==> config.mk <==
export PLATFORM = sky130hd
export DESIGN_NAME = usbf_dma_arb
export DESIGN_NICKNAME = d
export VERILOG_FILES = /design/src/rtl/usbf_dma_arb_pkg.sv /design/src/rtl/usbf_rr_pick.sv /design/src/rtl/usbf_dma_arb.sv
export SDC_FILE = /design/constraint.sdc
export NUM_CORES = 1
export LEC_CHECK = 0
export ABC_CLOCK_PERIOD_IN_PS = 2500
export CORE_ASPECT_RATIO = 0.75
export CORE_MARGIN = 2
export CORE_UTILIZATION = 56
export DETAILED_ROUTE_END_ITERATION = 10
export DONT_BUFFER_PORTS = 1
export GPL_TIMING_DRIVEN = 0
export HOLD_SLACK_MARGIN = 0.08
export PLACE_DENSITY = 0.74
export SKIP_LAST_GASP = 1
export SYNTH_ARGS = -nofsm -noshare
export SYNTH_HDL_FRONTEND = slang
export SYNTH_SLANG_ARGS = --single-unit
==> constraint.sdc <==
create_clock -name clk -period 2.5 [get_ports clk]
set_input_delay 0.375 -clock clk [delete_from_list [all_inputs] [get_ports clk]]
set_output_delay 0.375 -clock clk [all_outputs]
set_load 0.1 [all_outputs]
==> src/rtl/usbf_dma_arb_pkg.sv <==
// Shared constants for the USB function DMA arbiter: state encodings,
// default burst / timeout values and field widths.
package usbf_dma_arb_pkg;

    localparam int unsigned EP_W  = 4;
    localparam int unsigned CNT_W = 8;

    localparam logic [1:0] USBF_DARB_IDLE = 2'd0;
    localparam logic [1:0] USBF_DARB_XFER = 2'd1;
    localparam logic [1:0] USBF_DARB_ACK  = 2'd2;
    localparam logic [1:0] USBF_DARB_CHK  = 2'd3;

    localparam int unsigned USBF_DARB_BURST_DEF  = 4;
    localparam int unsigned USBF_DARB_TO_CYC_DEF = 255;

endpackage

==> src/rtl/usbf_rr_pick.sv <==
// Combinational round-robin picker: first requester after ptr, wrapping
// modulo NEP, with ptr itself searched last.
module usbf_rr_pick
    import usbf_dma_arb_pkg::*;
#(
    parameter int unsigned NEP = 4
) (
    input  logic [NEP-1:0]  req,
    input  logic [EP_W-1:0] ptr,
    output logic [EP_W-1:0] gnt_idx,
    output logic            any
);

    int unsigned off;
    int unsigned best;

    // Distance from ptr+1 in search order; smallest requesting distance wins
    always_comb begin
        gnt_idx = '0;
        any     = 1'b0;
        best    = NEP;
        off     = 0;
        for (int unsigned j = 0; j < NEP; j++) begin
            off = (j + 16 * NEP - 1 - 32'(ptr)) % NEP;
            if (req[j] && (off < best)) begin
                best    = off;
                gnt_idx = EP_W'(j);
                any     = 1'b1;
            end
        end
    end

endmodule

==> src/rtl/usbf_dma_arb.sv <==
// DMA request arbiter: round-robin endpoint grants with bounded bursts,
// each word forwarded as an ext_req/ext_ack handshake with optional timeout.
module usbf_dma_arb
    import usbf_dma_arb_pkg::*;
#(
    parameter int unsigned NEP    = 4,
    parameter int unsigned BURST  = USBF_DARB_BURST_DEF,
    parameter int unsigned TO_CYC = USBF_DARB_TO_CYC_DEF
) (
    input  logic            clk,
    input  logic            rst,
    input  logic [NEP-1:0]  dma_req,
    output logic [NEP-1:0]  dma_ack,
    output logic            ext_req,
    output logic [EP_W-1:0] ext_ep,
    output logic            ext_last,
    input  logic            ext_ack,
    output logic            to_err,
    output logic            busy
);

    localparam logic [CNT_W-1:0] BURST_C   = CNT_W'(BURST);
    localparam logic [CNT_W-1:0] LAST_C    = CNT_W'(BURST - 1);
    localparam logic [CNT_W-1:0] TO_LAST_C = CNT_W'(TO_CYC - 1);
    localparam bit               TO_EN     = (TO_CYC != 0);

    logic [1:0]       state_q, state_d;
    logic [EP_W-1:0]  ptr_q, ptr_d;
    logic [CNT_W-1:0] cnt_q, cnt_d;
    logic [CNT_W-1:0] tmr_q, tmr_d;
    logic [NEP-1:0]   dma_ack_q, dma_ack_d;
    logic             ext_req_q, ext_req_d;
    logic [EP_W-1:0]  ext_ep_q, ext_ep_d;
    logic             ext_last_q, ext_last_d;
    logic             to_err_q, to_err_d;
    logic             busy_q, busy_d;

    logic [EP_W-1:0]  pick_idx;
    logic             pick_any;
    logic [NEP-1:0]   ack_vec;
    logic             req_g;
    logic             grant;

    usbf_rr_pick #(.NEP(NEP)) u_pick (
        .req     (dma_req),
        .ptr     (ptr_q),
        .gnt_idx (pick_idx),
        .any     (pick_any)
    );

    // ptr always holds the endpoint of the current grant
    always_comb begin
        ack_vec = '0;
        req_g   = 1'b0;
        for (int unsigned j = 0; j < NEP; j++) begin
            if (EP_W'(j) == ptr_q) begin
                ack_vec[j] = 1'b1;
                req_g      = dma_req[j];
            end
        end
    end

    always_ff @(posedge clk) begin
        if (!rst) begin
            state_q    <= USBF_DARB_IDLE;
            ptr_q      <= EP_W'(NEP - 1);
            cnt_q      <= '0;
            tmr_q      <= '0;
            dma_ack_q  <= '0;
            ext_req_q  <= 1'b0;
            ext_ep_q   <= '0;
            ext_last_q <= 1'b0;
            to_err_q   <= 1'b0;
            busy_q     <= 1'b0;
        end else begin
            state_q    <= state_d;
            ptr_q      <= ptr_d;
            cnt_q      <= cnt_d;
            tmr_q      <= tmr_d;
            dma_ack_q  <= dma_ack_d;
            ext_req_q  <= ext_req_d;
            ext_ep_q   <= ext_ep_d;
            ext_last_q <= ext_last_d;
            to_err_q   <= to_err_d;
            busy_q     <= busy_d;
        end
    end

    always_comb begin
        state_d    = state_q;
        ptr_d      = ptr_q;
        cnt_d      = cnt_q;
        tmr_d      = tmr_q;
        dma_ack_d  = '0;
        ext_req_d  = ext_req_q;
        ext_ep_d   = ext_ep_q;
        ext_last_d = ext_last_q;
        to_err_d   = 1'b0;
        grant      = 1'b0;

        case (state_q)
            USBF_DARB_IDLE: begin
                grant = pick_any;
            end
            USBF_DARB_XFER: begin
                if (ext_ack) begin
                    ext_req_d = 1'b0;
                    dma_ack_d = ack_vec;
                    cnt_d     = cnt_q + CNT_W'(1);
                    state_d   = USBF_DARB_ACK;
                end else if (TO_EN && (tmr_q == TO_LAST_C)) begin
                    ext_req_d = 1'b0;
                    to_err_d  = 1'b1;
                    state_d   = USBF_DARB_IDLE;
                end else if (tmr_q != '1) begin
                    tmr_d = tmr_q + CNT_W'(1);
                end
            end
            USBF_DARB_ACK: begin
                state_d = USBF_DARB_CHK;
            end
            USBF_DARB_CHK: begin
                // dma_req here already reflects the endpoint's post-ack update
                if (req_g && (cnt_q < BURST_C)) begin
                    ext_req_d  = 1'b1;
                    ext_ep_d   = ptr_q;
                    ext_last_d = (cnt_q == LAST_C);
                    tmr_d      = '0;
                    state_d    = USBF_DARB_XFER;
                end else if (pick_any) begin
                    grant = 1'b1;
                end else begin
                    state_d = USBF_DARB_IDLE;
                end
            end
            default: state_d = USBF_DARB_IDLE;
        endcase

        if (grant) begin
            ptr_d      = pick_idx;
            ext_ep_d   = pick_idx;
            ext_req_d  = 1'b1;
            ext_last_d = (LAST_C == CNT_W'(0));
            cnt_d      = '0;
            tmr_d      = '0;
            state_d    = USBF_DARB_XFER;
        end

        busy_d = (state_d != USBF_DARB_IDLE);
    end

    assign dma_ack  = dma_ack_q;
    assign ext_req  = ext_req_q;
    assign ext_ep   = ext_ep_q;
    assign ext_last = ext_last_q;
    assign to_err   = to_err_q;
    assign busy     = busy_q;

endmodule
==> run metrics <==
Synth Area per Inst=8.56 um2; worst vdd ir=0.606 mV; H-tree levels=2; sequential share of the synthesized area=approximately a third; CP max-delay cell=o41a_1; Initial Util=59.5%; Min Hold Slack=around 0.35 ns; Worst Path Required=~2.7 ns; CTS tree=built; outcome=complete, no violations; CP Class=reg2reg; worst path arrival time=approximately 2.6 ns; Die Y=roughly 53 um; Startpoint Class=flip-flop; Max Fclk=between 0.4 and 0.5 GHz; FP Rows=17; Synth Instances=around 210; Post-DP Area=1820 um2; DR vias/cell=between 5 and 6; RSZ-0062 raised after global routing=true; Static Leak=around 0.83 nW; Hold Path Class=in2reg; Setup crit end kind=flip-flop; routed len/inst=14.9 um; vias in the first global route=about 1300; Synth cell types=51; top post-synthesis cells by area=dfxtp_1 (34%), ha_1 (9.2%), nor2_1 (4.7%); Nets=about 240; IO Count=19; total gr overflow=0; ys async rst share=0%; endpoints failing setup=0; number of port buffers=0; core area=2980 um2; WL final=3860 um; # diodes=0; CTS root buf=clkbuf_8; worst setup margin=around 0.08 ns; synthesized flop and latch total=30; overall die area=3630 um2; Util after Layout=approximately two thirds; initial antenna violation count=0; first-pass GRT wire length=around 6000 um; Fill cells=~240; Power Dens Cells=1050 nW/um2; Max-cap violations=0; largest net degree at the start of global routing=11; Slew HR=between 30% and 40%; Final min period=between 2 and 2.5 ns; Hold-fix buffers, CTS=0; Hold Vio Cnt, Final=0; design area=2010 um2; Mapped Area=~1800 um2; Syn. warnings=0; DRC=0; share of cells above drive strength 1=between 15 and 20%; worst-path maximum fanout=10; CTS clock-pin slew for the worst setup and hold paths=0.07 ns; Tcrit/Tclk final=between 90 and 100%; drt first pass iters=4; Worst-Margin Slew=about 1 ns; Final Max Slew Viols=0; antenna viol nets, final=0; routed via count=1552; FF-to-FF setup slack=approximately 0.082 ns; Area growth syn-to-layout=13.5%; clk sinks=30; Chip Width=69.0 um; critical path's largest stage delay=about 0.41 ns; DPL Wire Length=between 2000 and 3000 um; Clock Skews=approximately 0.01 ns; pre-CTS WS=-0.299 ns; CTS Buf Count=5; Synth area leader=dfxtp_1; worst skew pair latency=0.28 ns; GPL Wtd Cong=slightly below 0.9; initial drt markers=about 130; area share of the leading cell type in the synthesized netlist=33.9%; cells along the critical path=clkbuf_8 -> inv_1 -> ha_2 -> nand3b_1 -> a2111oi_4 -> buf_4 -> a21oi_1 -> o22a_1 -> o41a_1; dominant register cell in the synthesized netlist=dfxtp_1; Clock Path Buffers=2; total track usage=between 20% and 30%; EDFF count, synth=0
[kinds of logic after synthesis]
group / Yosys count / synth area share (%)
AND/OR/NAND/NOR: 73 / 21.9
AO/OA/AOI/OAI: 53 / 22.2
flip-flops: 30 / 33.9
buffers and inverters: 25 / 6.28
adder cells (fa/ha/maj): 14 / 9.75
XOR/XNOR: 7 / 3.46
multiplexers: 4 / 2.26
other: 1 / 0.212
[layout make-up]
type                    count  area, um2  area share [%]
plain buffers              11       72.6            3.61
clock inverters             2       10.0           0.498
clock buffers               5       68.8            3.42
inverters                  14       52.6            2.61
repair buffers              7       52.6            2.61
multi-input cells         153       1100            54.9
flip-flops and latches     30        603            30.0
well taps                  38       47.5            2.36
[sequential cells by signal, indices dropped and copies added, names as in the netlist]
| register | count |
|---|---|
| state_q | 2 |
| busy | 1 |
| dma_ack | 4 |
| ext_req | 1 |
| tmr_q | 8 |
| to_err | 1 |
| ptr_q | 2 |
| cnt_q | 8 |
| ext_last | 1 |
| ext_ep | 2 |
[per-stage QoR]
stage	power, mW	TNS [ns]	instances
3_3_place_gp	1.54	-2.80	246
4_1_cts	2.01	0	254
5_1_grt	2.24	-0.0425	260
3_5_place_dp	1.58	-5.12	246
6_report	2.12	0	260
2_1_floorplan	1.43	0	208
[final timing paths]
| path | startpoint | to | cells after the start |
|---|---|---|---|
| worst max-delay path | ptr_q[1] | busy | 9 |
| worst min-delay path | ext_ack | to_err | 2 |
| worst max register to register | ptr_q[1] | busy | 9 |
| worst min register to register | tmr_q[5] | tmr_q[5] | 1 |
[per-layer routing]
layer,GRT usage [%],share of wire (%),up-vias
li1,-,-,768
met1,30.2,48,719
met2,35.1,44,56
met3,6.24,5.7,9
met4,6.21,1.4,0
met5,0,0,-
[repair_timing]
action | CTS | global route
cloned | 0 | 0
resized for setup | 9 | 7
endpoints found under the setup margin | 24 | 19
buffers inserted | 1 | 6
pin swaps | 1 | 4
[report_power, final]
part,total (mW),leakage [nW],internal (mW),switching (mW)
clock network,0.357,0.0438,0.186,0.170
logic,0.954,0.540,0.447,0.507
registers,0.807,0.243,0.543,0.264
[cells in the final DEF (no fill, tap or decap), types with 4 or more instances in the layout]
master	n
and3_1	7
nand3_1	7
inv_1	14
mux2i_1	4
ha_1	11
nor2_1	22
nor2b_1	5
buf_4	10
dfxtp_1	28
xor2_1	6
clkbuf_8	6
o21ai_0	13
nand2_1	9
a21oi_1	11
[worst max-delay path: cells and delay by family (launching register included)]
kind | cells | cell delay, ns
compound gates | 4 | 1.05
buf+inv | 3 | 0.48
flops | 1 | 0.35
fa+ha+maj | 1 | 0.21
simple gates | 1 | 0.20
[synthesized netlist by cell type (2+ instances only)]
library cell   n
nand2_1        9
nor3_1         3
and2_1         2
buf_4          2
a31oi_1        3
a311oi_1       3
nor2_1        22
clkbuf_1       5
inv_1         14
a211oi_1       3
nor2b_1        5
xor2_1         6
or3b_2         2
o211ai_1       3
and3b_1        2
o31ai_1        3
dfxtp_1       30
mux2i_1        4
and3_1         7
nand3_1        8
nand2b_1       3
nand4_1        3
o21ai_0       13
a21oi_1       12
buf_2          2
ha_1          13
No activity file was read; power rests on OpenSTA's default activity.
